`config.mk`:
```
export PLATFORM = sky130hd
export DESIGN_NAME = display_decoder
export DESIGN_NICKNAME = d
export VERILOG_FILES = /design/src/rtl/display_pkg.sv /design/src/rtl/seg7_lut.sv /design/src/rtl/display_decoder.sv
export SDC_FILE = /design/constraint.sdc
export NUM_CORES = 1
export LEC_CHECK = 0
export BUFFER_PORTS_ARGS = -buffer_cell sky130_fd_sc_hd__buf_2
export CORE_AREA = 8 8 45 47
export DETAILED_ROUTE_END_ITERATION = 7
export DIE_AREA = 0 0 53 55
export PLACE_DENSITY_LB_ADDON = 0.3
export SLEW_MARGIN = 0
export SYNTH_ARGS = -nofsm -noshare
export SYNTH_HDL_FRONTEND = slang
export SYNTH_SLANG_ARGS = --single-unit
```
`constraint.sdc`:
```
create_clock -name clk -period 1.25 [get_ports clk]
set_input_delay 0.0625 -clock clk [delete_from_list [all_inputs] [get_ports clk]]
set_output_delay 0.0625 -clock clk [all_outputs]
set_load 0.05 [all_outputs]
```
`src/rtl/display_pkg.sv`:
```
// Shared segment constants for the seven-segment display path.
// Glyphs are active-high, bit order {a,b,c,d,e,f,g}.
package display_pkg;

    typedef logic [6:0] glyph_t;

    localparam int unsigned SEG_A = 6;
    localparam int unsigned SEG_B = 5;
    localparam int unsigned SEG_C = 4;
    localparam int unsigned SEG_D = 3;
    localparam int unsigned SEG_E = 2;
    localparam int unsigned SEG_F = 1;
    localparam int unsigned SEG_G = 0;

    localparam glyph_t GLYPH_0 = 7'b1111110;
    localparam glyph_t GLYPH_1 = 7'b0110000;
    localparam glyph_t GLYPH_2 = 7'b1101101;
    localparam glyph_t GLYPH_3 = 7'b1111001;
    localparam glyph_t GLYPH_4 = 7'b0110011;
    localparam glyph_t GLYPH_5 = 7'b1011011;
    localparam glyph_t GLYPH_6 = 7'b1011111;
    localparam glyph_t GLYPH_7 = 7'b1110000;
    localparam glyph_t GLYPH_8 = 7'b1111111;
    localparam glyph_t GLYPH_9 = 7'b1111011;
    localparam glyph_t GLYPH_A = 7'b1110111;
    localparam glyph_t GLYPH_B = 7'b0011111;
    localparam glyph_t GLYPH_C = 7'b1001110;
    localparam glyph_t GLYPH_D = 7'b0111101;
    localparam glyph_t GLYPH_E = 7'b1001111;
    localparam glyph_t GLYPH_F = 7'b1000111;

    localparam glyph_t GLYPH_OFF = '0;
    localparam glyph_t GLYPH_ALL = '1;

    // Source chosen for the next segment pattern.
    typedef enum logic [1:0] {
        SRC_OFF,
        SRC_ALL,
        SRC_DIGIT
    } src_t;

endpackage

```
`src/rtl/seg7_lut.sv`:
```
// Combinational 4-bit digit to active-high seven-segment glyph lookup.
module seg7_lut
    import display_pkg::*;
#(
    parameter bit HEX_EN = 1'b0
) (
    input  logic [3:0] digit,
    output glyph_t     glyph
);

    always_comb begin
        glyph = GLYPH_OFF;
        case (digit)
            4'd0:  glyph = GLYPH_0;
            4'd1:  glyph = GLYPH_1;
            4'd2:  glyph = GLYPH_2;
            4'd3:  glyph = GLYPH_3;
            4'd4:  glyph = GLYPH_4;
            4'd5:  glyph = GLYPH_5;
            4'd6:  glyph = GLYPH_6;
            4'd7:  glyph = GLYPH_7;
            4'd8:  glyph = GLYPH_8;
            4'd9:  glyph = GLYPH_9;
            // Non-decimal codes stay dark unless hex display is enabled.
            4'd10: glyph = HEX_EN ? GLYPH_A : GLYPH_OFF;
            4'd11: glyph = HEX_EN ? GLYPH_B : GLYPH_OFF;
            4'd12: glyph = HEX_EN ? GLYPH_C : GLYPH_OFF;
            4'd13: glyph = HEX_EN ? GLYPH_D : GLYPH_OFF;
            4'd14: glyph = HEX_EN ? GLYPH_E : GLYPH_OFF;
            4'd15: glyph = HEX_EN ? GLYPH_F : GLYPH_OFF;
            default: glyph = GLYPH_OFF;
        endcase
    end

endmodule

```
`src/rtl/display_decoder.sv`:
```
// BCD/hex to seven-segment decoder with lamp-test, blanking and a
// registered, polarity-selectable segment output.
module display_decoder
    import display_pkg::*;
#(
    parameter bit ACTIVE_LOW = 1'b1,
    parameter bit HEX_EN     = 1'b0
) (
    input  logic       clk,
    input  logic       rst,
    input  logic [3:0] led_in,
    input  logic       blank,
    input  logic       lamp_test,
    output logic [6:0] led
);

    glyph_t glyph;
    glyph_t lit;
    glyph_t drive;
    glyph_t off_drive;
    src_t   src;

    seg7_lut #(
        .HEX_EN (HEX_EN)
    ) u_lut (
        .digit (led_in),
        .glyph (glyph)
    );

    always_comb begin
        src = SRC_DIGIT;
        if (lamp_test)
            src = SRC_ALL;
        else if (blank)
            src = SRC_OFF;
    end

    always_comb begin
        lit = GLYPH_OFF;
        case (src)
            SRC_ALL:   lit = GLYPH_ALL;
            SRC_OFF:   lit = GLYPH_OFF;
            SRC_DIGIT: lit = glyph;
            default:   lit = GLYPH_OFF;
        endcase
    end

    // Common-anode pins sink current, so lit segments drive low.
    assign drive     = ACTIVE_LOW ? ~lit : lit;
    assign off_drive = ACTIVE_LOW ? ~GLYPH_OFF : GLYPH_OFF;

    always_ff @(posedge clk) begin
        if (rst)
            led <= off_drive;
        else
            led <= drive;
    end

endmodule

```
# Yosys cells after proc, flatten, opt, wreduce, memory -nomap -nowiden
# Memories as Yosys holds them, arrays and structs flattened.
# Index checks and enable logic that the tools add are counted.
# word_totals
ff_bits	7
latch_bits	0
ramBits	0
mem_bits_ro	112
in_bits	8
output_inout_bits	7
elab_cells	8
n_memories	1
# memory_table
name	words	width	rd	rd_clocked_by_memory_dff	write_ports	line_no	text
(no name shown)	16	7	1	0	0	seg7_lut.sv:13	case (digit)
# classes
add_sub_neg	0
n_mul	0
n_div	0
n_lt_le_gt_ge	0
n_eq_ne	2
shift	0
n_mux	3
bitwise_logic	1
n_reduce_logical	0
# ops
cell	n
7-bit one-hot mux with 2 select lines	1
7-bit inverter	1
2-bit two-way mux	2
2-bit by 1-bit == test with 1-bit output (second input constant)	1
2-bit == test (second input constant)	1

# Logic depth before layout (Yosys ltp)
# Gate-level depths: netlist of run 1.
# logic_depth
word_depth	5
depth_mapped	5
depth_no_buf	5

# Modules after synthesis
# Synthesis of run 1 repeated with hierarchy kept, for this count alone.
# unflattened
hier_cells	49
area_unflattened_um2	455.4
# by_module_without_submodules
module	instances	cells_per_inst	area_each_um2	seq_area_each_um2
display_decoder	1	21	236.5	140.1
seg7_lut	1	28	219.0	0.0

# Worst setup path after synthesis of run 1
# OpenSTA, ideal clock, no wires.
# synth_path
path_kind	input -> register
from	input port led_in[0]
to	register led[3]
t_arrival_ns	0.864
required_time_ns	1.192
path_slack_ns	0.328
stages	4
n_path_buf	0
path_cell_list	inv_1 ha_1 a2111oi_0 or3_1
# synth_via
elab_chain_cells	3
# synth_rtl
item	line_no	text
start, declared	display_decoder.sv:11	input logic [3:0] led_in,
memory read 16 x 7 bit	--	
7-bit one-hot mux with 2 select lines	display_decoder.sv:40	case (src)
7-bit inverter	display_decoder.sv:49	assign drive = ACTIVE_LOW ? ~lit : lit;
end signal, assigned	display_decoder.sv:54	led <= off_drive;
end signal, assigned	display_decoder.sv:56	led <= drive;
end, declared	display_decoder.sv:14	output logic [6:0] led
# Every way passes these cells.
# A chain may end at the register's enable or synchronous reset.

# Final worst setup path of run 1
# Same ends and word-level chain as after synthesis.

==> load_flow_metrics.sql, run 1 <==
INSERT INTO impl_metrics (metric_group, metric, value, unit) VALUES
('timing', 'max-slew-margin-rel', '77.9', '%'),
('power', 'relative_contribution_of_the_clock_network_to_total_power', '32.7', '%'),
('grt', 'first_pass_grt_wire_length', '1.39', 'mm'),
('place', 'placed_cells_incl_taps', '73', ''),
('timing', 'worst_pin_slew', '0.323', 'ns'),
('drt', 'routed_wire_per_std_cell', '10.8', 'µm'),
('power', 'seq_power_share', '40.7', '%'),
('clock_tree', 'clock_tree.buffer_depth', '2', ''),
('clock_tree', 'clock_sinks', '7', ''),
('drt', 'routed_wirelength', '832', 'µm'),
('synthesis', 'synth_seq_cells', '7', ''),
('job', 'max-cap-violations', '0', ''),
('final_layout', 'leading_cell_types_in_the_layout_fill_and_taps_excluded', 'sky130_fd_sc_hd__buf_2 (14), sky130_fd_sc_hd__dfxtp_1 (7), sky130_fd_sc_hd__a21oi_1 (5), sky130_fd_sc_hd__ha_1 (5), sky130_fd_sc_hd__inv_1 (4)', ''),
('clock_tree', 'post_cts_resized', '0', ''),
('drt', 'ant_nets', '0', ''),
('clock_tree', 'ctsHoldBuffers', '0', ''),
('timing', 'setup_violations', '0', ''),
('die', 'die_width', '53', 'µm'),
('power', 'total_leakage_power', '0.000244', 'µW'),
('worst_setup_path', 'timing.setup.critical_path_class', 'in -> reg', ''),
('synthesis', 'synthDistinctLibCells', '23', ''),
('clock_tree', 'cts_post_setup_buffers_inserted', '0', ''),
('die', 'die_area', '2920', 'µm²'),
('worst_setup_path', 'worstPathRequired', '1.44', 'ns'),
('grt', 'number_of_antenna_violations_at_the_first_check_in_global_routing', '0', ''),
('timing', 'setup-tns-final', '0', 'ns'),
('die', 'core.rowCount', '14', ''),
('die', 'start_util', '29.3', '%'),
('worst_setup_path', 'worstPathMaxFanout', '3', ''),
('place', 'io_buffers', '14', ''),
('final_layout', 'biggestRegsByFlops', 'led x7', ''),
('clock_tree', 'cts_htree_levels', '1', ''),
('synthesis', 'synth-seq-area-share', '34.6', '%'),
('worst_setup_path', 'worst_path_max_delay_cell', 'sky130_fd_sc_hd__a2111oi_0', ''),
('timing', 'grt_setup_unrepaired', 'false', ''),
('worst_setup_path', 'worst_setup_path_end_kind', 'flip-flop', ''),
('timing', 'final_max_slew_viol_count', '0', ''),
('synthesis', 'synthesis.nets', '58', ''),
('final_layout', 'largest_register_ff_count', '7', ''),
('die', 'boundaryPins', '15', ''),
('synthesis', 'yosysTopAreaCell', 'sky130_fd_sc_hd__dfxtp_1', ''),
('hold_path', 'min-delay-path-class', 'in -> reg', ''),
('power', 'switching_share', '31.4', '%'),
('drt', 'dr_total_vias', '350', ''),
('drt', 'first_iter_violations', '3', ''),
('worst_setup_path', 'cp_cell_sequence', 'buf_2 > inv_1 > ha_1 > a2111oi_0 > or3_1', ''),
('grt', 'grt-ovfl-total', '0', ''),
('power', 'power.density', '1170', 'nW/µm²'),
('power', 'power_switching', '188', 'µW'),
('place', 'detailedPlacementHpwl', '697', 'µm'),
('power', 'share_comb_of_total_power', '26.6', '%'),
('synthesis', 'synth.yosys.warnings', '0', ''),
('clock_tree', 'numCtsBuffers', '3', ''),
('clock_tree', 'cts-root-buf', 'sky130_fd_sc_hd__clkbuf_4', ''),
('power', 'power.ir.vdd_worst', '0.274', 'mV'),
('final_layout', 'nNetsFinal', '75', ''),
('worst_setup_path', 'critPathMaxStageDelay', '0.38', 'ns'),
('synthesis', 'syn_inst', '45', ''),
('power', 'intPower', '410', 'µW'),
('grt', 'maximum_number_of_pins_on_one_net_before_global_route_repair', '12', ''),
('worst_setup_path', 'cp.arrival', '1.07', 'ns'),
('outcome', 'outcome', 'finished clean', ''),
('grt', 'first_global_vias', '345', ''),
('synthesis', 'post_synth_main_area_contributors', 'sky130_fd_sc_hd__dfxtp_1 (35%), sky130_fd_sc_hd__ha_1 (15%), sky130_fd_sc_hd__a21oi_1 (6.2%)', ''),
('worst_setup_path', 'start_kind', 'input port', ''),
('drt', 'post-route-drc-count', '0', ''),
('final_layout', 'mostFrequentLayoutCell', 'sky130_fd_sc_hd__buf_2', ''),
('synthesis', 'mean_area_per_synthesized_cell', '9.01', 'µm²'),
('final_layout', 'antenna_cells', '0', ''),
('final_layout', 'post_layout_cell_count', '77', ''),
('final_layout', 'max_flop_register', 'led', '');
==> cells by family (layout without fill, tap and decap cells) <==
group | count (synthesis) | in the layout | share of synthesized area (%)
and+or+nand+nor | 13 | 13 | 20.4
AOI/OAI and AO/OA | 12 | 12 | 18.5
DFF | 7 | 7 | 34.6
buffers and inverters | 7 | 23 | 8.64
adders and majority gates | 5 | 5 | 15.4
muxes | 1 | 1 | 2.47
==> metal layers <==
metal	routed length (µm)	up-vias	global-route usage (%)
li1	-	187	-
met1	387	151	7.31
met2	358	10	9.96
met3	80	2	1.60
met4	6	0	6.47
met5	0	-	0
==> final cells by class <==
class / instances / area (µm²)
Fill cell: 158 / 875
Multi-Input combinational cell: 31 / 230
Sequential cell: 7 / 140
Timing Repair Buffer: 15 / 77.6
Clock buffer: 4 / 26.3
Tap cell: 16 / 20.0
Inverter: 4 / 15.0
==> power by group through the flow <==
stage / Sequential (µW) / Clock, µW / Combinational (µW)
floorplan: 310 / 0 / 56.5
global placement: 248 / 0 / 159
detailed placement: 248 / 0 / 160
CTS: 244 / 206 / 161
global route: 245 / 221 / 175
finish: 244 / 196 / 159
==> worst max-delay path: cells and delay by family <==
family	cells	cell delay (ns)
AO/OA/AOI/OAI	1	0.38
adder cells (fa/ha/maj)	1	0.31
buffers and inverters	2	0.17
AND/OR/NAND/NOR	1	0.15
==> cells in the mapped netlist (all sizes together) <==
| master | number |
|---|---|
| dfxtp | 7 |
| a21oi | 5 |
| ha | 5 |
| inv | 4 |
| or3 | 3 |
| buf | 2 |
| nand2b | 2 |
| nor2 | 2 |
| nor3 | 2 |
| o21ai | 2 |
| a2111oi | 1 |
| and2b | 1 |
| clkbuf | 1 |
| mux2i | 1 |
| nand3 | 1 |
| nor2b | 1 |
| o211ai | 1 |
| o21a | 1 |
| o21bai | 1 |
| o311ai | 1 |
| or4 | 1 |
==> per-stage QoR <==
stage	hold slack, ns	setup WS [ns]	power [µW]
finish	0.0641	0.366	598
global route	0.0710	0.288	641
CTS	0.0551	0.370	611
detailed placement	0.316	0.136	409
global placement	0.315	0.151	407
floorplan	0.166	0.328	367
==> worst paths after layout <==
| path | cells past startpoint | from | to | slack, ns |
|---|---|---|---|---|
| setup / recovery | 5 | led_in[0] | led[3] | 0.37 |
| hold / removal | 2 | rst | led[3] | 0.06 |
(Power assumes the default switching activity.)
==> inputs of run 2 (changes only) <==
- clock period: 1.25 -> 0.8 ns (I/O delays scaled with it)
==> run 2 against run 1 <==
Compared with the run above: sequential power grew 59%; design area grew 34%; largest power group unchanged; global-route usage grew 0.38 points; sequential share of layout area shrank 6.8 points; cell count grew 9.1%; power grew 74%; non-clock buffer count grew 7; worst hold slack lost 0.033 ns; first-iteration DRC count shrank 67%; clock power grew 56%; setup slack lost 0.34 ns; utilization grew 12 points.
==> load_flow_metrics.sql, run 2 (synthesized netlist as in run 1, its figures left out) <==
INSERT INTO impl_metrics (metric_group, metric, value, unit) VALUES
('drt', 'first_iter_violations', '1', ''),
('timing', 'worst_pin_slew', '0.278', 'ns'),
('final_layout', 'nNetsFinal', '82', ''),
('timing', 'achievable-frequency', '1.30', 'GHz'),
('drt', 'first_pass_iters', '2', ''),
('worst_setup_path', 'start_kind', 'flip-flop', ''),
('hold_path', 'min-delay-path-class', 'in -> reg', ''),
('final_layout', 'area.growth.synth_to_final', '68.2', '%'),
('worst_setup_path', 'worstPathMaxFanout', '1', ''),
('worst_setup_path', 'timing.setup.critical_path_class', 'reg -> out', ''),
('clock_tree', 'tritoncts', 'yes', ''),
('clock_tree', 'cts-root-buf', 'sky130_fd_sc_hd__clkbuf_4', ''),
('clock_tree', 'ctsHoldBuffers', '0', ''),
('clock_tree', 'clock_tree.buffer_depth', '2', ''),
('clock_tree', 'cts_post_setup_buffers_inserted', '0', ''),
('drt', 'avg_vias_per_cell', '4.55', ''),
('worst_setup_path', 'top_family_by_delay_on_critical_path', 'flip-flops', ''),
('drt', 'routed_wirelength', '871', 'µm'),
('worst_setup_path', 'cp_cell_sequence', 'buf_6', ''),
('grt', 'globalRouteTotalUtil', '6.94', '%'),
('final_layout', 'drive_above_1_share', '52.9', '%'),
('timing', 'final_period_minus_worst_setup_slack', '0.771', 'ns'),
('worst_setup_path', 'worst_path_max_delay_cell', 'sky130_fd_sc_hd__dfxtp_1', ''),
('die', 'die_area', '2920', 'µm²'),
('power', 'design_power_total', '1040', 'µW'),
('timing', 'setup_violations', '0', ''),
('drt', 'post-route-drc-count', '0', ''),
('worst_setup_path', 'worst_setup_path_end_kind', 'primary output', ''),
('place', 'detailedPlacementHpwl', '775', 'µm'),
('final_layout', 'antenna_cells', '0', ''),
('grt', 'first_pass_grt_wire_length', '1.50', 'mm'),
('grt', 'maximum_number_of_pins_on_one_net_before_global_route_repair', '9', ''),
('final_layout', 'largest_register_ff_count', '7', ''),
('job', 'max-cap-violations', '0', ''),
('die', 'die_height', '55', 'µm'),
('timing', 'fin_crit_sh', '96.3', '%'),
('place', 'place_congestion', '0.760', ''),
('worst_setup_path', 'critical_path_buffers_and_inverters', '1', ''),
('outcome', 'outcome', 'finished clean', ''),
('place', 'placed_area', '594', 'µm²'),
('drt', 'ant_nets', '0', ''),
('grt', 'number_of_antenna_violations_at_the_first_check_in_global_routing', '0', ''),
('final_layout', 'fillers', '128', ''),
('worst_setup_path', 'cp.arrival', '0.73', 'ns'),
('clock_tree', 'clock_sinks', '7', ''),
('die', 'core.rowCount', '14', ''),
('die', 'die_width', '53', 'µm'),
('timing', 'max-slew-margin-rel', '81.2', '%'),
('clock_tree', 'cts_htree_levels', '1', ''),
('power', 'power.ir.vdd_worst', '0.410', 'mV'),
('die', 'core-area', '1380', 'µm²'),
('place', 'io_buffers', '14', ''),
('timing', 'finalHoldViolations', '0', ''),
('worst_setup_path', 'worstPathRequired', '0.76', 'ns'),
('die', 'boundaryPins', '15', ''),
('timing', 'final_max_slew_viol_count', '0', ''),
('clock_tree', 'numCtsBuffers', '3', ''),
('final_layout', 'mostFrequentLayoutCell', 'sky130_fd_sc_hd__buf_4', ''),
('final_layout', 'leading_cell_types_in_the_layout_fill_and_taps_excluded', 'sky130_fd_sc_hd__buf_4 (10), sky130_fd_sc_hd__buf_6 (7), sky130_fd_sc_hd__dfxtp_1 (6), sky130_fd_sc_hd__buf_2 (5)', ''),
('final_layout', 'max_flop_register', 'led', ''),
('grt', 'grt-ovfl-total', '0', ''),
('drt', 'routed_wire_per_std_cell', '10.4', 'µm'),
('final_layout', 'postLayoutCellArea', '682', 'µm²'),
('power', 'total_leakage_power', '0.000305', 'µW'),
('power', 'power.density', '1530', 'nW/µm²'),
('die', 'start_util', '29.3', '%'),
('grt', 'first_global_vias', '383', ''),
('worst_setup_path', 'critPathMaxStageDelay', '0.33', 'ns'),
('timing', 'grt_setup_unrepaired', 'false', ''),
('final_layout', 'biggestRegsByFlops', 'led x7', ''),
('clock_tree', 'clkSlewWorstSetupHoldPaths', '0.05', 'ns'),
('drt', 'dr_total_vias', '382', '');
[run 2: cell types whose count changed in the layout (fill, tap and decap cells not counted), sizes merged]
| cell | change |
|---|---|
| buf | +7 |
[run 2: per-stage QoR]
step	std cells	hold slack [ns]	TNS [ns]	utilization (%)	setup WS (ns)
final	84	0.0315	0	49.3	0.0295
after global routing	84	0.0298	0	49.3	0.000905
after CTS	84	0.0237	0	47.3	0.00443
after detailed placement	80	0.281	-1.74	42.9	-0.303
after global placement	80	0.290	-1.71	42.9	-0.312
after floorplan	45	0.139	-0.0305	-	-0.0276
[run 2: path summary, 6_finish.rpt]
kind                  slack [ns]  cells past startpoint     end   start
worst max-delay path        0.03                      1  led[1]  led[1]
worst min-delay path        0.03                      2  led[3]     rst
[run 2: final cells by class]
type / instances / area, µm² / area share (%)
clock buffer: 4 / 26.3 / 3.85
timing repair buffer: 22 / 179 / 26.2
sequential: 7 / 141 / 20.7
inverter: 4 / 40.0 / 5.87
multi-input combinational: 31 / 275 / 40.4
tap: 16 / 20.0 / 2.94
[run 2: report_power, final]
part / internal, µW / total (µW) / switching [µW] / leakage [µW]
Sequential: 377 / 387 / 10.1 / 0.0000585
Clock: 189 / 305 / 115 / 0.0000150
Combinational: 147 / 348 / 201 / 0.000231
[run 2: per-layer routing]
metal	vias up	global-route usage (%)	routed length, µm
met3	2	2.14	102
met1	166	7.00	352
met2	12	11.3	408
met5	-	0	0
li1	202	-	-
met4	0	6.47	8
[run 2: what timing repair did]
action                                  4_1_cts  5_1_grt
gates resized for setup                      12        8
pin swaps                                     0        1
endpoints found under the setup margin       10        9
==> inputs of run 3 (changes only) <==
- PLACE_DENSITY: not set -> 0.56
- PLACE_DENSITY_LB_ADDON: 0.3 -> not set
==> run 3 against run 2 <==
Compared with the run above: clock power is 2% higher; maximum frequency is 0.97% lower; critical path depth is 5 higher; setup slack worse by 0.0075 ns; cell count is 1.2% higher; critical path type is now in -> reg.
==> load_flow_metrics.sql, run 3 (synthesized netlist as in run 1, its figures left out) <==
INSERT INTO impl_metrics (metric_group, metric, value, unit) VALUES
('die', 'die_height', '55', 'µm'),
('worst_setup_path', 'critical_path_buffers_and_inverters', '2', ''),
('final_layout', 'mostFrequentLayoutCell', 'sky130_fd_sc_hd__buf_6', ''),
('place', 'io_buffers', '14', ''),
('final_layout', 'postLayoutCellArea', '722', 'µm²'),
('timing', 'max-slew-margin-rel', '82.7', '%'),
('die', 'die_width', '53', 'µm'),
('hold_path', 'holdCritStartpoint', 'rst', ''),
('final_layout', 'area.growth.synth_to_final', '78.1', '%'),
('power', 'total_leakage_power', '0.000320', 'µW'),
('clock_tree', 'clock_sinks', '7', ''),
('place', 'placed_area', '594', 'µm²'),
('clock_tree', 'clock_tree.buffer_depth', '2', ''),
('die', 'die_area', '2920', 'µm²'),
('power', 'design_power_total', '1070', 'µW'),
('place', 'place_congestion', '0.728', ''),
('clock_tree', 'cts-root-buf', 'sky130_fd_sc_hd__clkbuf_4', ''),
('timing', 'grt_setup_unrepaired', 'true', ''),
('timing', 'setup-tns-final', '0', 'ns'),
('die', 'core.rowCount', '14', ''),
('worst_setup_path', 'critPathMaxStageDelay', '0.37', 'ns'),
('final_layout', 'post_layout_cell_count', '85', ''),
('worst_setup_path', 'worst_path_max_delay_cell', 'sky130_fd_sc_hd__or3_1', ''),
('grt', 'first_global_vias', '352', ''),
('place', 'detailedPlacementHpwl', '800', 'µm'),
('final_layout', 'max_flop_register', 'led', ''),
('clock_tree', 'clkSlewWorstSetupHoldPaths', '0.05', 'ns'),
('final_layout', 'leading_cell_types_in_the_layout_fill_and_taps_excluded', 'sky130_fd_sc_hd__buf_6 (9), sky130_fd_sc_hd__buf_4 (8), sky130_fd_sc_hd__a21oi_1 (5), sky130_fd_sc_hd__buf_2 (5), sky130_fd_sc_hd__dfxtp_2 (4)', ''),
('die', 'boundaryPins', '15', ''),
('final_layout', 'fillers', '127', ''),
('clock_tree', 'tritoncts', 'yes', ''),
('final_layout', 'final_util', '52.2', '%'),
('place', 'placed_cells_incl_taps', '80', ''),
('grt', 'maximum_number_of_pins_on_one_net_before_global_route_repair', '9', ''),
('grt', 'number_of_antenna_violations_at_the_first_check_in_global_routing', '0', ''),
('worst_setup_path', 'worstPathMaxFanout', '6', ''),
('clock_tree', 'numCtsBuffers', '3', ''),
('final_layout', 'biggestRegsByFlops', 'led x7', ''),
('final_layout', 'drive_above_1_share', '56.5', '%'),
('drt', 'routed_wirelength', '951', 'µm'),
('drt', 'dr_total_vias', '399', ''),
('power', 'power.ir.vdd_worst', '0.420', 'mV'),
('timing', 'setup_violations', '0', ''),
('job', 'max-cap-violations', '0', ''),
('drt', 'ant_nets', '0', ''),
('worst_setup_path', 'timing.setup.critical_path_class', 'in -> reg', ''),
('worst_setup_path', 'worst_setup_path_end_kind', 'flip-flop', ''),
('drt', 'post-route-drc-count', '0', ''),
('timing', 'final_max_slew_viol_count', '0', ''),
('grt', 'grt-ovfl-total', '0', ''),
('clock_tree', 'ctsHoldBuffers', '0', ''),
('power', 'power.density', '1480', 'nW/µm²'),
('clock_tree', 'cts_htree_levels', '1', ''),
('outcome', 'outcome', 'finished clean', ''),
('final_layout', 'antenna_cells', '0', ''),
('timing', 'fin_crit_sh', '97.3', '%'),
('drt', 'first_iter_violations', '7', ''),
('grt', 'first_pass_grt_wire_length', '1.49', 'mm'),
('final_layout', 'nNetsFinal', '83', ''),
('hold_path', 'min-delay-path-class', 'in -> reg', ''),
('worst_setup_path', 'cp.arrival', '0.90', 'ns'),
('timing', 'finalHoldViolations', '0', ''),
('drt', 'routed_wire_per_std_cell', '11.2', 'µm'),
('worst_setup_path', 'cp_cell_sequence', 'buf_12 > buf_6 > ha_4 > nand2b_4 > nor3_1 > or3_1', ''),
('worst_setup_path', 'start_kind', 'input port', ''),
('die', 'core-area', '1380', 'µm²'),
('timing', 'worst_pin_slew', '0.259', 'ns'),
('hold_path', 'hold_depth', '2', ''),
('drt', 'first_pass_iters', '4', ''),
('hold_path', 'hold_path_end', 'led[3]', ''),
('timing', 'final_period_minus_worst_setup_slack', '0.778', 'ns'),
('grt', 'globalRouteTotalUtil', '6.95', '%'),
('worst_setup_path', 'top_family_by_delay_on_critical_path', 'simple AND/OR/NAND/NOR gates', ''),
('worst_setup_path', 'worstPathRequired', '0.92', 'ns'),
('die', 'start_util', '29.3', '%'),
('final_layout', 'largest_register_ff_count', '7', ''),
('timing', 'achievable-frequency', '1.29', 'GHz'),
('drt', 'avg_vias_per_cell', '4.69', '');
run 3: cell types whose count changed in the layout (fill, tap and decap cells not counted), moves of 2 or more:
cell / change
sky130_fd_sc_hd__buf_6: +2
sky130_fd_sc_hd__dfxtp_1: -3
sky130_fd_sc_hd__buf_4: -2
sky130_fd_sc_hd__dfxtp_2: +3
sky130_fd_sc_hd__a21oi_2: -2
sky130_fd_sc_hd__a21oi_1: +2
run 3: power by group:
group | total, µW | switching (µW) | internal [µW]
combinational | 369 | 204 | 164
clock | 312 | 122 | 190
sequential | 391 | 11.1 | 380
total | 1070 | 338 | 734
run 3: layer usage:
metal / vias to the layer above / wire, µm / track usage [%]
met5: - / 0 / 0
met4: 0 / 31 / 6.47
met3: 4 / 107 / 2.41
met2: 17 / 440 / 10.7
met1: 173 / 371 / 7.32
li1: 205 / - / -
run 3: stage by stage:
step / setup slack (ns) / hold WS (ns)
final: 0.0219 / 0.0400
after floorplan: -0.0276 / 0.139
after detailed placement: -0.323 / 0.292
after global routing: -0.00589 / 0.0578
after global placement: -0.308 / 0.292
after CTS: 0.00277 / 0.0351
run 3: cell type report:
cell class / count / area (µm²) / share of cell area [%]
Multi-Input combinational cell: 31 / 284 / 39.3
Timing Repair Buffer: 23 / 206 / 28.6
Sequential cell: 7 / 145 / 20.1
Inverter: 4 / 40.0 / 5.55
Clock buffer: 4 / 26.3 / 3.64
Tap cell: 16 / 20.0 / 2.77
run 3: worst max-delay path by stage:
stage	from	to	slack (ns)	cells after the start
4_1_cts	led[5]	led[5]	0.003	1
6_report	led_in[1]	led[4]	0.02	6
3_5_place_dp	led_in[0]	led[6]	-0.32	6
2_1_floorplan	led_in[0]	led[3]	-0.03	4
3_3_place_gp	led_in[0]	led[6]	-0.31	6
5_1_grt	led_in[0]	led[6]	-0.006	6
run 3: what timing repair did:
action | in CTS | in global routing
pin swaps | 0 | 2
endpoints found under the setup margin | 10 | 8
resized for setup | 11 | 17
setup buffers | 0 | 1
